`src/rtl/flash_read_ctrl_if.sv`:
```
// Wishbone slave bundle between the management SoC and the flash read sequencer.
interface flash_read_ctrl_if;
  logic        wbs_stb_i;
  logic        wbs_cyc_i;
  logic        wbs_we_i;
  logic [3:0]  wbs_sel_i;
  logic [31:0] wbs_adr_i;
  logic [31:0] wbs_dat_i;
  logic        wbs_ack_o;
  logic [31:0] wbs_dat_o;

  modport master (
    output wbs_stb_i, wbs_cyc_i, wbs_we_i, wbs_sel_i, wbs_adr_i, wbs_dat_i,
    input  wbs_ack_o, wbs_dat_o
  );

  modport slave (
    input  wbs_stb_i, wbs_cyc_i, wbs_we_i, wbs_sel_i, wbs_adr_i, wbs_dat_i,
    output wbs_ack_o, wbs_dat_o
  );
endinterface

```
`src/rtl/flash_read_ctrl.sv`:
```
// Timed sense/output-enable sequencer for the 8x8 flash array with a
// four-word Wishbone register file (CTRL, STATUS, DATA, reserved).
module flash_read_ctrl #(
  parameter logic [31:0] BASE_ADR   = 32'h3000_0000,
  parameter int unsigned SEN1_CYC   = 4,
  parameter int unsigned SEN2_CYC   = 4,
  parameter int unsigned SETTLE_CYC = 3
) (
  input  logic             wb_clk_i,
  input  logic             wb_rst_i,
  flash_read_ctrl_if.slave wb,
  output logic             sen1,
  output logic             sen2,
  output logic [3:0]       out_en,
  input  logic [7:0]       array_out,
  output logic             irq
);

  typedef enum logic [1:0] {ST_IDLE, ST_SEN1, ST_SEN2, ST_EN} state_e;

  localparam logic [7:0] SEN1_LD   = 8'(SEN1_CYC - 1);
  localparam logic [7:0] SEN2_LD   = 8'(SEN2_CYC - 1);
  localparam logic [7:0] SETTLE_LD = 8'(SETTLE_CYC - 1);

  state_e      state_q, state_d;
  logic [7:0]  cnt_q, cnt_d;
  logic [3:0]  ctrl_sel_q, ctrl_sel_d;
  logic        irq_en_q, irq_en_d;
  logic [3:0]  sel_lat_q, sel_lat_d;
  logic        done_q, done_d;
  logic        err_q, err_d;
  logic [7:0]  data_q, data_d;
  logic [7:0]  count_q, count_d;
  logic [7:0]  sync1_q, sync2_q;
  logic        ack_q, ack_d;
  logic [31:0] dat_q, dat_d;
  logic        sen1_q, sen1_d;
  logic        sen2_q, sen2_d;
  logic [3:0]  out_en_q, out_en_d;
  logic        irq_q, irq_d;

  logic        hit, wr, start_wr, status_wr, capture;
  logic [1:0]  reg_idx;
  logic [31:0] rdata;
  logic        unused_bits;

  // A new access is refused on the cycle after an ack, so held strobes get 2-cycle spacing.
  assign hit       = wb.wbs_stb_i & wb.wbs_cyc_i & ~ack_q
                   & (wb.wbs_adr_i[31:4] == BASE_ADR[31:4]);
  assign wr        = hit & wb.wbs_we_i;
  assign reg_idx   = wb.wbs_adr_i[3:2];
  assign start_wr  = wr & (reg_idx == 2'd0) & wb.wbs_sel_i[0] & wb.wbs_dat_i[0];
  assign status_wr = wr & (reg_idx == 2'd1) & wb.wbs_sel_i[0];

  assign unused_bits = ^{wb.wbs_adr_i[1:0], wb.wbs_sel_i[3:2],
                         wb.wbs_dat_i[31:9], wb.wbs_dat_i[3]};

  always_comb begin
    rdata = '0;
    unique case (reg_idx)
      2'd0: rdata = {23'd0, irq_en_q, ctrl_sel_q, 4'd0};
      2'd1: rdata = {29'd0, err_q, done_q, (state_q != ST_IDLE)};
      2'd2: rdata = {16'd0, count_q, data_q};
      default: rdata = '0;
    endcase
  end

  always_comb begin
    // NOTE: every next-state signal gets its hold value first so no path infers a latch.
    state_d    = state_q;
    cnt_d      = cnt_q;
    ctrl_sel_d = ctrl_sel_q;
    irq_en_d   = irq_en_q;
    sel_lat_d  = sel_lat_q;
    done_d     = done_q;
    err_d      = err_q;
    data_d     = data_q;
    count_d    = count_q;
    capture    = 1'b0;

    if (wr && reg_idx == 2'd0) begin
      if (wb.wbs_sel_i[0]) ctrl_sel_d = wb.wbs_dat_i[7:4];
      if (wb.wbs_sel_i[1]) irq_en_d   = wb.wbs_dat_i[8];
    end
    if (status_wr) begin
      if (wb.wbs_dat_i[1]) done_d = 1'b0;
      if (wb.wbs_dat_i[2]) err_d  = 1'b0;
    end

    case (state_q)
      ST_IDLE: if (start_wr) begin
        state_d   = ST_SEN1;
        cnt_d     = SEN1_LD;
        sel_lat_d = wb.wbs_dat_i[7:4];
      end
      ST_SEN1: if (cnt_q == 8'd0) begin
        state_d = ST_SEN2;
        cnt_d   = SEN2_LD;
      end else cnt_d = cnt_q - 8'd1;
      ST_SEN2: if (cnt_q == 8'd0) begin
        state_d = ST_EN;
        cnt_d   = SETTLE_LD;
      end else cnt_d = cnt_q - 8'd1;
      ST_EN: if (cnt_q == 8'd0) begin
        state_d = ST_IDLE;
        capture = 1'b1;
      end else cnt_d = cnt_q - 8'd1;
      default: state_d = ST_IDLE;
    endcase

    if (start_wr && state_q != ST_IDLE) err_d = 1'b1;

    // Completion is applied after the W1C clear so a coincident set wins.
    if (capture) begin
      data_d  = sync2_q;
      count_d = count_q + 8'd1;
      done_d  = 1'b1;
    end

    sen1_d   = (state_d != ST_IDLE);
    sen2_d   = (state_d == ST_SEN2) || (state_d == ST_EN);
    out_en_d = (state_d == ST_EN) ? sel_lat_d : 4'd0;
    irq_d    = done_q & irq_en_q;
    ack_d    = hit;
    dat_d    = hit ? rdata : 32'd0;
  end

  always_ff @(posedge wb_clk_i or posedge wb_rst_i) begin
    if (wb_rst_i) begin
      state_q    <= ST_IDLE;
      cnt_q      <= '0;
      ctrl_sel_q <= '0;
      irq_en_q   <= 1'b0;
      sel_lat_q  <= '0;
      done_q     <= 1'b0;
      err_q      <= 1'b0;
      data_q     <= '0;
      count_q    <= '0;
      sync1_q    <= '0;
      sync2_q    <= '0;
      ack_q      <= 1'b0;
      dat_q      <= '0;
      sen1_q     <= 1'b0;
      sen2_q     <= 1'b0;
      out_en_q   <= '0;
      irq_q      <= 1'b0;
    end else begin
      // NOTE: non-blocking so every flop samples the pre-edge value of every other flop.
      state_q    <= state_d;
      cnt_q      <= cnt_d;
      ctrl_sel_q <= ctrl_sel_d;
      irq_en_q   <= irq_en_d;
      sel_lat_q  <= sel_lat_d;
      done_q     <= done_d;
      err_q      <= err_d;
      data_q     <= data_d;
      count_q    <= count_d;
      sync1_q    <= array_out;
      sync2_q    <= sync1_q;
      ack_q      <= ack_d;
      dat_q      <= dat_d;
      sen1_q     <= sen1_d;
      sen2_q     <= sen2_d;
      out_en_q   <= out_en_d;
      irq_q      <= irq_d;
    end
  end

  // Array controls come straight from flops so the macro never sees decode glitches.
  assign sen1         = sen1_q;
  assign sen2         = sen2_q;
  assign out_en       = out_en_q;
  assign irq          = irq_q;
  assign wb.wbs_ack_o = ack_q;
  assign wb.wbs_dat_o = dat_q;

endmodule

```
`src/flat_wrapper.sv`:
```
// flat-port wrapper written by rule: the top's interface ports become plain ports
module flash_read_ctrl_flat 
#(
  parameter logic [31:0] BASE_ADR   = 32'h3000_0000,
  parameter int unsigned SEN1_CYC   = 4,
  parameter int unsigned SEN2_CYC   = 4,
  parameter int unsigned SETTLE_CYC = 3
)
  (wb_clk_i, wb_rst_i, sen1, sen2, out_en, array_out, irq, wb_wbs_stb_i, wb_wbs_cyc_i, wb_wbs_we_i, wb_wbs_sel_i, wb_wbs_adr_i, wb_wbs_dat_i, wb_wbs_ack_o, wb_wbs_dat_o);
  flash_read_ctrl_if wb_i ();
  input  logic wb_clk_i;
  input  logic wb_rst_i;
  output logic sen1;
  output logic sen2;
  output logic [3:0] out_en;
  input  logic [7:0] array_out;
  output logic irq;
  input wire logic [$bits(wb_i.wbs_stb_i)-1:0] wb_wbs_stb_i;
  input wire logic [$bits(wb_i.wbs_cyc_i)-1:0] wb_wbs_cyc_i;
  input wire logic [$bits(wb_i.wbs_we_i)-1:0] wb_wbs_we_i;
  input wire logic [$bits(wb_i.wbs_sel_i)-1:0] wb_wbs_sel_i;
  input wire logic [$bits(wb_i.wbs_adr_i)-1:0] wb_wbs_adr_i;
  input wire logic [$bits(wb_i.wbs_dat_i)-1:0] wb_wbs_dat_i;
  output wire logic [$bits(wb_i.wbs_ack_o)-1:0] wb_wbs_ack_o;
  output wire logic [$bits(wb_i.wbs_dat_o)-1:0] wb_wbs_dat_o;
  assign wb_i.wbs_stb_i = wb_wbs_stb_i;
  assign wb_i.wbs_cyc_i = wb_wbs_cyc_i;
  assign wb_i.wbs_we_i = wb_wbs_we_i;
  assign wb_i.wbs_sel_i = wb_wbs_sel_i;
  assign wb_i.wbs_adr_i = wb_wbs_adr_i;
  assign wb_i.wbs_dat_i = wb_wbs_dat_i;
  assign wb_wbs_ack_o = wb_i.wbs_ack_o;
  assign wb_wbs_dat_o = wb_i.wbs_dat_o;
  flash_read_ctrl #(.BASE_ADR(BASE_ADR), .SEN1_CYC(SEN1_CYC), .SEN2_CYC(SEN2_CYC), .SETTLE_CYC(SETTLE_CYC)) u_core (.wb_clk_i(wb_clk_i), .wb_rst_i(wb_rst_i), .wb(wb_i), .sen1(sen1), .sen2(sen2), .out_en(out_en), .array_out(array_out), .irq(irq));
endmodule
```
`config.mk`:
```
export PLATFORM = sky130hd
export DESIGN_NAME = flash_read_ctrl_flat
export DESIGN_NICKNAME = d
export VERILOG_FILES = /design/src/rtl/flash_read_ctrl_if.sv /design/src/rtl/flash_read_ctrl.sv /design/src/flat_wrapper.sv
export SDC_FILE = /design/constraint.sdc
export NUM_CORES = 1
export LEC_CHECK = 0
export ABC_CLOCK_PERIOD_IN_PS = 2700
export CORE_UTILIZATION = 44
export CTS_CLUSTER_DIAMETER = 60
export CTS_CLUSTER_SIZE = 8
export DETAILED_ROUTE_END_ITERATION = 7
export PLACE_DENSITY = 0.79
export SLEW_MARGIN = 15
export SYNTH_ARGS = -nofsm -noshare
export SYNTH_HDL_FRONTEND = slang
export SYNTH_SLANG_ARGS = --single-unit
```
`constraint.sdc`:
```
create_clock -name wb_clk_i -period 2.7 [get_ports wb_clk_i]
set_input_delay 0.27 -clock wb_clk_i [delete_from_list [all_inputs] [get_ports wb_clk_i]]
set_output_delay 0.27 -clock wb_clk_i [all_outputs]
set_load 0.03 [all_outputs]
```
==> summary.txt, run 1 <==
Setup path
  • Critical Path AT: 2.21 ns
  • Reg2Reg Setup Slack: 0.72 ns
  • Critical Path Source Type: register
  • Setup crit start: u_core.cnt_q[1]$_DFFE_PP0P_
  • Worst R2R Path Depth: 5
  • R2R Path Start: u_core.cnt_q[1]$_DFFE_PP0P_
  • CP Class: reg2reg
  • Reg-to-Reg End: u_core.sen1$_DFF_PP0_
  • WP data required: 2.93 ns
  • Worst Path Max Fanout: 12
  • Critical path endpoint: u_core.sen1$_DFF_PP0_
  • CP endpoint kind: register

Clock network
  • CTS buffer count: 9
  • CTS clock-pin slew for the worst setup and hold paths: 0.08 ns
  • CTS sink cnt: 77
  • Root buffer cell: clkbuf_8
  • Worst skew pair latency: 0.35 ns
  • CTS Hold Bufs: 0
  • Post-CTS resize count: 0
  • H-tree depth: 3
  • CTS max path bufs: 2
  • CTS tree: built
  • Post-CTS Repair Setup Buffers: 0

Global routing
  • GRT Total Usage: 17.7%
  • Vias in the first global route: 2247
  • Gr ovfl total: 0
  • First-pass GRT wire length: 10300 µm
  • Initial antenna violation count: 0
  • Largest net degree at the start of global routing: 78

Die
  • Die H: 88.2 µm
  • Die W: 88.2 µm
  • Die footprint: 7780 µm²
  • Rows: 31
  • Initial Util: 45.4%
  • Core Area: 7210 µm²
  • IO Pins: 121

Timing
  • Final hold slack: 0.313 ns
  • Post-route setup TNS: 0 ns
  • Endpoints failing hold: 0
  • F_max: 505 MHz
  • Minimum clock period: 1.98 ns
  • Slew @ Worst Pin: 0.572 ns
  • Post-route clock period utilization: 73.3%
  • Setup violators final: 0
  • RSZ-0062 raised after global routing: false
  • Slew HR: 61.6%
  • Slew Limit Fails: 0
  • Worst Skew: 0.0137 ns

Placement
  • Routability-driven placement congestion ratio: 0.825
  • Dpl hpwl: 4680 µm
  • Placed cell area: 4110 µm²
  • Port buffer count: 76
  • Cell count after placement: 445

Synth
  • Top_reg_cell synth: dfrtp_1
  • Yosys top cell area share: 58.9%
  • Seq cells post-synth: 77
  • Number of synthesized flops with an enable pin: 0
  • Ys Warns: 0
  • Mapped cell area: 3270 µm²
  • Post-synthesis sequential area ratio: 58.9%
  • Synth cell types: 47
  • Fraction of registers with async set/reset: 100%
  • Cells after Synth: 273
  • Synth top area cells: dfrtp_1, buf_4, nand2_1
  • Post-Syn Area per Cell: 12.0 µm²
  • Leading area contributor after synthesis: dfrtp_1

Route
  • Avg Vias per Cell: 4.98
  • WL/cell: 13.9 µm
  • DRT Pass-1 Iters: 4
  • DRC: 0
  • Via count: 2291
  • Initial DRC Count: 123
  • Total wire length: 6420 µm
  • Antenna-violating nets left: 0

Final layout
  • Final Non-Filler Cells: 460
  • Share of cells above drive strength 1: 12.5%
  • Fin nets: 441
  • Post-route cell area: 4320 µm²
  • ANT cells: 0
  • Most frequent standard cell in the layout excluding fill and tap cells: dfrtp_1
  • Most frequent cells in the layout: dfrtp_1, clkdlybuf4s50_1, nand2_1
  • Area growth syn-to-layout: 32.0%

Pwr
  • VDD IR max: 0.000263 V
  • Total Power: 2250 µW
  • PwrDens: 521 nW/µm²
  • Leak: 0.00195 µW

Worst hold path
  • Worst min path class: in2async

Outcome
  • Outcome: finished, final reports clean

Run
  • Number of max-cap violations: 0
kinds of logic (layout without fill, tap and decap cells):
logic type / after synthesis / count (layout) / synth area share (%)
other: 1 / 16 / 0.115
AND/OR/NAND/NOR: 104 / 104 / 21.1
multiplexers: 9 / 9 / 3.10
AO/OA/AOI/OAI: 34 / 34 / 7.11
adder cells (fa/ha/maj): 3 / 3 / 1.15
XOR/XNOR: 9 / 9 / 2.41
flip-flops: 77 / 77 / 58.9
buffers and inverters: 36 / 109 / 6.16
report_power, final:
part | switching [µW] | internal [µW] | leakage [µW] | total (µW)
Combinational | 81.9 | 77.8 | 0.000851 | 160
Sequential | 3.13 | 1160 | 0.000997 | 1170
Clock | 406 | 515 | 0.000101 | 921
Total | 491 | 1760 | 0.00195 | 2250
layout make-up:
cell class                 instances  area (µm²)
inverter                          14        52.6
clock buffer                       9         124
clock inverter                     6        88.8
fill                             592        2900
tap                               99         124
sequential                        77        1930
multi-input combinational        175        1200
timing repair buffer              80         803
Yosys cell counts (2+ instances only):
library cell / n
mux2_2: 8
and3_1: 10
o31ai_1: 3
dfrtp_1: 77
a22o_1: 2
clkbuf_1: 3
ha_1: 3
nor3_1: 2
a21oi_1: 2
nand3_1: 3
a22oi_1: 8
nand4_1: 8
nor4_2: 3
inv_1: 13
nor4_4: 5
nor2b_1: 3
nor2_1: 19
nand2_1: 32
a31oi_1: 3
xnor2_1: 9
and2_1: 2
buf_2: 2
nand4_4: 2
buf_4: 17
and4_1: 3
o21ai_0: 10
metal layers:
layer / routed length [µm] / global-route usage (%)
met1: 2750 / 22.7
met2: 3140 / 28.9
met3: 401 / 2.99
met4: 130 / 9.09
met5: 0 / 0
worst min path at each step:
stage,from,to,slack (ns),depth (start not counted)
after CTS,wb_rst_i,u_core.cnt_q[0]$_DFFE_PP0P_,0.34,3
after global placement,u_core.sync1_q[6]$_DFF_PP0_,u_core.sync2_q[6]$_DFF_PP0_,0.33,0
final,wb_rst_i,u_core.count_q[5]$_DFFE_PP0P_,0.31,3
after global routing,array_out[7],u_core.sync1_q[7]$_DFF_PP0_,0.35,1
after detailed placement,u_core.sync1_q[3]$_DFF_PP0_,u_core.sync2_q[3]$_DFF_PP0_,0.33,0
after floorplan,array_out[0],u_core.sync1_q[0]$_DFF_PP0_,0.30,0
worst max-delay path, stage by stage (launching register included):
cell and delay [ns]:
dfrtp_1 0.40, inv_1 0.13, ha_1 0.16, nor3b_2 0.37, nand4_1 0.47, and2_1 0.35
stage by stage:
step	setup slack (ns)	utilization, %
after floorplan	0.463	-
after global placement	0.438	56.9
after detailed placement	0.392	56.9
after CTS	0.721	59.9
after global routing	0.497	59.9
final	0.720	59.9
sequential cells by signal, summed over array words and instances (netlist names), 4 cells and up:
| register | cells |
|---|---|
| u_core.sync1_q | 8 |
| u_core.ctrl_sel_q | 4 |
| u_core.out_en | 4 |
| u_core.data_q | 8 |
| u_core.count_q | 8 |
| u_core.wb.wbs_dat_o | 16 |
| u_core.sel_lat_q | 4 |
| u_core.sync2_q | 8 |
| u_core.cnt_q | 8 |
Power figures use the tool's default switching activity.
==> run 2: changes to the inputs <==
Settings changed: ABC_CLOCK_PERIOD_IN_PS 2700 to 1700, CORE_UTILIZATION 44 to 40, PLACE_DENSITY 0.79 to 0.76.
Clock period 2.7 ns to 1.7 ns, I/O delays scaled along.
==> run 2 against run 1 <==
- clock-buffer cell count up 1
- register-to-register slack worse by 0.80 ns
- clock skew about the same
- largest power group unchanged
- the flow now finishes with violations (setup timing)
==> summary.txt, run 2 (synthesis gave the netlist of run 1 again) <==
Outcome
  • Outcome: complete, but fails checks
  • Failing checks: setup timing

Worst hold path
  • Worst min path class: in2reg

Setup path
  • Cell at the slowest stage of the critical path: dfrtp_2
  • WP buf/inv: 1
  • Delay-heaviest family, CP: simple AND/OR/NAND/NOR gates
  • Worst Path Max Fanout: 4
  • Slowest stage delay, CP: 0.40 ns
  • Crit-path cells: and4bb_2 -> nand4_4 -> nor4_4 -> buf_4 -> mux2_4
  • Critical Path AT: 2.01 ns
  • CP endpoint kind: register
  • CP Class: reg2reg
  • Critical Path Source Type: register
  • WP data required: 1.94 ns

Final layout
  • Most frequent cells in the layout: clkdlybuf4s50_1, dfrtp_1, buf_4
  • Largest register FFs: 16
  • Fin util: 61.0%
  • Final Non-Filler Cells: 500
  • ANT cells: 0
  • Fin nets: 477
  • Filler instances: 618
  • Share of cells above drive strength 1: 23.9%
  • Area growth syn-to-layout: 45.5%
  • Post-route cell area: 4760 µm²

Route
  • Avg Vias per Cell: 4.84
  • DRC: 0
  • WL/cell: 14.2 µm
  • Antenna-violating nets left: 0
  • Met2 WL: 3470 µm
  • Top Layer Used: met4
  • Metal-1 WL: 3030 µm
  • Initial DRC Count: 122
  • WL met3: 404 µm
  • Total wire length: 7120 µm
  • DRT Pass-1 Iters: 4
  • Via count: 2420

Clock network
  • CTS clock-pin slew for the worst setup and hold paths: 0.09 ns
  • Root buffer cell: clkbuf_8
  • CTS tree: built
  • CTS max path bufs: 2
  • Worst skew pair latency: 0.36 ns
  • CTS sink cnt: 77
  • CTS buffer count: 9
  • H-tree depth: 3
  • CTS Hold Bufs: 0

Die
  • Core Area: 7810 µm²
  • Die W: 92.4 µm
  • Die footprint: 8550 µm²
  • Rows: 32
  • Die H: 92.4 µm
  • Initial Util: 41.9%
  • IO Pins: 121

Placement
  • Cell count after placement: 472
  • Dpl hpwl: 4850 µm
  • Placed cell area: 4320 µm²
  • Place WS: -0.425 ns
  • Port buffer count: 76
  • Routability-driven placement congestion ratio: 0.813

Global routing
  • Gr ovfl total: 0
  • Largest net degree at the start of global routing: 78
  • Vias in the first global route: 2421
  • GRT Total Usage: 17.6%
  • First-pass GRT wire length: 11400 µm
  • Initial antenna violation count: 0

Timing
  • RSZ-0062 raised after global routing: true
  • Worst Skew: 0.0142 ns
  • Post-route clock period utilization: 104%
  • F_max: 563 MHz
  • Minimum clock period: 1.78 ns
  • Slew @ Worst Pin: 0.564 ns
  • Setup violators final: 25
  • Setup ws final: -0.0752 ns
  • Endpoints failing hold: 0
  • Slew Limit Fails: 0
  • Slew HR: 62.1%
  • Post-route setup TNS: -0.669 ns

Pwr
  • PwrDens: 822 nW/µm²
  • Leak: 0.00219 µW
  • VDD IR max: 0.000529 V

Run
  • Number of max-cap violations: 0
-- run 2: cell types whose count changed in the layout (fill, tap and decap cells not counted), sizes merged --
cell / previous run / this run
inv: 14 / 13
clkinv: 2 / 1
bufinv: 2 / 4
buf: 4 / 40
clkbuf: 9 / 10
-- run 2: path summary, 6_finish.rpt --
kind / startpoint / to / slack [ns] / cells past startpoint
worst min register to register: u_core.sync1_q[6]$_DFF_PP0_ / u_core.sync2_q[6]$_DFF_PP0_ / 0.35 / 0
worst max register to register: u_core.wb.wbs_ack_o$_DFF_PP0_ / u_core.sel_lat_q[0]$_DFF_PP0_ / -0.08 / 5
worst max-delay path: u_core.wb.wbs_ack_o$_DFF_PP0_ / u_core.sel_lat_q[0]$_DFF_PP0_ / -0.08 / 5
max in group asynchronous: wb_rst_i / u_core.sen2$_DFF_PP0_ / 1.11 / 3
worst min-delay path: array_out[5] / u_core.sync1_q[5]$_DFF_PP0_ / 0.25 / 1
min in group asynchronous: wb_rst_i / u_core.wb.wbs_dat_o[12]$_DFF_PP0_ / 0.26 / 3
-- run 2: routing by layer --
metal,vias to the layer above,track usage (%)
met4,0,8.85
met1,1161,21.5
met3,15,4.19
met2,85,29.0
li1,1159,-
met5,-,0
-- run 2: layout make-up --
| class | instances | area, µm² | share of cell area, % |
|---|---|---|---|
| clock buffers | 10 | 128 | 2.68 |
| clock inverters | 6 | 136 | 2.86 |
| well taps | 102 | 128 | 2.68 |
| flip-flops and latches | 77 | 1930 | 40.5 |
| inverters | 14 | 56.3 | 1.18 |
| repair buffers | 116 | 1090 | 23.0 |
| multi-input cells | 175 | 1290 | 27.1 |
-- run 2: metrics by stage --
| stage | hold WS [ns] | total power (µW) |
|---|---|---|
| final | 0.255 | 3910 |
| after global placement | 0.335 | 2150 |
| after global routing | 0.237 | 4050 |
| after detailed placement | 0.335 | 2150 |
| after floorplan | 0.201 | 2020 |
| after CTS | 0.239 | 3940 |
-- run 2: where the power goes --
group / switching [µW] / internal, µW / total, µW
sequential: 4.26 / 1850 / 1850
clock: 668 / 1130 / 1790
combinational: 134 / 130 / 264
total: 806 / 3110 / 3910
-- run 2: worst reg2reg max path, stage by stage, from the launching register on --
cell      delay, ns
dfrtp_2        0.40
and4bb_2       0.32
nand4_4        0.16
nor4_4         0.29
buf_4          0.18
mux2_4         0.30
-- run 2: repair_timing --
action / in CTS / in global routing
setup buffers: 3 / 8
endpoints found under the hold margin: 0 / 0
setup endpoints to repair: 38 / 56
resized for setup: 10 / 16
pin swaps: 3 / 9
cloned: 0 / 1
==> run 3: changes to the inputs <==
Settings changed: RECOVER_POWER from default to 100.
==> run 3 against run 2 <==
- the flow still finishes with violations (setup timing)
- clock power about the same
- setup slack lost 0.0015 ns
- register-to-register slack is essentially flat
- clock-buffer cell count is the same
- largest power group unchanged
- routed wire length increased by 0.34%
- highest routed layer unchanged
- clock skew rose by 0.00057 ns
==> summary.txt, run 3 (synthesis gave the netlist of run 1 again) <==
Route
  • WL/cell: 14.3 µm
  • Total wire length: 7140 µm
  • DRT Pass-1 Iters: 4
  • Initial DRC Count: 154
  • DRC: 0
  • Via count: 2454
  • Avg Vias per Cell: 4.91
  • Antenna-violating nets left: 0

Pwr
  • Leak: 0.00225 µW
  • Clk network pwr share: 45.9%
  • PwrDens: 825 nW/µm²
  • P_sw: 803 µW
  • VDD IR max: 0.000536 V
  • Logic pwr share: 6.6%
  • P_int: 3100 µW
  • Switching Fraction: 20.6%
  • Total Power: 3900 µW
  • Seq pwr share: 47.5%

Clock network
  • CTS clock-pin slew for the worst setup and hold paths: 0.09 ns
  • CTS tree: built
  • Root buffer cell: clkbuf_8
  • CTS buffer count: 9
  • H-tree depth: 3
  • CTS sink cnt: 77
  • Worst skew pair latency: 0.36 ns
  • CTS Hold Bufs: 0
  • CTS max path bufs: 2

Die
  • Initial Util: 41.9%
  • Die H: 92.4 µm
  • Rows: 32
  • Core Area: 7810 µm²
  • Die W: 92.4 µm
  • IO Pins: 121
  • Die footprint: 8550 µm²

Timing
  • Endpoints failing hold: 0
  • Setup violators final: 30
  • Post-route setup TNS: -0.741 ns
  • Slew Limit Fails: 0
  • Setup ws final: -0.0767 ns
  • Worst Skew: 0.0147 ns
  • Slew HR: 33.4%
  • Post-route clock period utilization: 105%
  • Minimum clock period: 1.78 ns
  • Slew @ Worst Pin: 0.999 ns
  • RSZ-0062 raised after global routing: true
  • F_max: 563 MHz

Global routing
  • Gr ovfl total: 0
  • First-pass GRT wire length: 11400 µm
  • Vias in the first global route: 2421
  • GRT Total Usage: 17.6%
  • Met1 GRT Util: 21.5%
  • Routing usage on met3: 4.19%
  • Met2 usage: 29.0%
  • Initial antenna violation count: 0
  • Largest net degree at the start of global routing: 78
  • GR peak layer: met2

Setup path
  • WP data required: 1.94 ns
  • Worst Path Max Fanout: 4
  • Critical Path Source Type: register
  • Worst R2R Path Depth: 5
  • CP endpoint kind: register
  • CP Class: reg2reg
  • Critical Path AT: 2.01 ns

Final layout
  • Area growth syn-to-layout: 44.5%
  • Fin nets: 477
  • Largest register FFs: 16
  • Share of cells above drive strength 1: 23.6%
  • Most frequent cells in the layout: dfrtp_1, clkdlybuf4s50_1, buf_4
  • ANT cells: 0
  • Most frequent standard cell in the layout excluding fill and tap cells: dfrtp_1

Worst hold path
  • Hold Crit Depth: 0
  • Worst min path class: reg2reg

Placement
  • Dpl hpwl: 4850 µm
  • Routability-driven placement congestion ratio: 0.813
  • Port buffer count: 76

Outcome
  • Outcome: complete, but fails checks
  • Failing checks: setup timing

Run
  • Number of max-cap violations: 0
-- run 3: cell types whose count changed in the layout (fill, tap and decap cells not counted), sizes merged --
cell / previous run / this run
clkdlybuf4s50: 76 / 44
dlygate4sd3: 0 / 32
buf: 40 / 38
clkbuf: 10 / 12
-- run 3: what timing repair did --
item / in CTS / in global routing
hold endpoints to repair: 0 / 0
pin swaps: 3 / 9
cloned: 0 / 1
buffers inserted: 3 / 8
gates resized for setup: 10 / 16
setup endpoints to repair: 38 / 56
-- run 3: worst paths after layout --
path                                               start                                 to  slack [ns]
setup reg to reg           u_core.wb.wbs_ack_o$_DFF_PP0_      u_core.sel_lat_q[0]$_DFF_PP0_       -0.08
hold reg to reg              u_core.sync1_q[6]$_DFF_PP0_        u_core.sync2_q[6]$_DFF_PP0_        0.35
setup / recovery           u_core.wb.wbs_ack_o$_DFF_PP0_      u_core.sel_lat_q[0]$_DFF_PP0_       -0.08
max in group asynchronous                       wb_rst_i      u_core.wb.wbs_ack_o$_DFF_PP0_        0.38
hold / removal               u_core.sync1_q[6]$_DFF_PP0_        u_core.sync2_q[6]$_DFF_PP0_        0.35
min in group asynchronous                       wb_rst_i  u_core.wb.wbs_dat_o[12]$_DFF_PP0_        0.66
-- run 3: worst max-delay path: stages, from the launching register on --
cell	delay [ns]
dfrtp_2	0.40
and4bb_2	0.32
nand4_4	0.16
nor4_4	0.29
buf_4	0.18
mux2_4	0.29
-- run 3: layout make-up --
cell class                 instances  area, µm²
inverter                          14       56.3
sequential                        77       1930
fill                             625       3080
clock buffer                      10        128
clock inverter                     6        136
tap                              102        128
multi-input combinational        175       1270
timing repair buffer             116       1080
-- run 3: layer usage --
metal,up-vias,part of all wire (%)
met4,0,2.9
met1,1179,42
li1,1161,-
met2,99,49
met5,-,0
met3,15,6.2
-- run 3: power groups by stage --
stage               Combinational [µW]  Clock, µW  Sequential, µW
global placement                   262          0            1890
finish                             256       1790            1850
detailed placement                 265          0            1890
floorplan                          126          0            1890
CTS                                267       1820            1850
global route                       276       1910            1850
-- run 3: per-stage QoR --
| step | utilization, % | std cells | hold slack, ns | worst slack, ns | area, µm² |
|---|---|---|---|---|---|
| 2_1_floorplan | - | 288 | 0.201 | -0.129 | 3350 |
| 3_3_place_gp | 55.4 | 472 | 0.335 | -0.348 | 4320 |
| 3_5_place_dp | 55.4 | 472 | 0.335 | -0.425 | 4320 |
| 4_1_cts | 59.4 | 491 | 0.239 | -0.118 | 4640 |
| 5_1_grt | 60.6 | 500 | 0.345 | -0.139 | 4730 |
| 6_report | 60.6 | 500 | 0.351 | -0.0767 | 4730 |
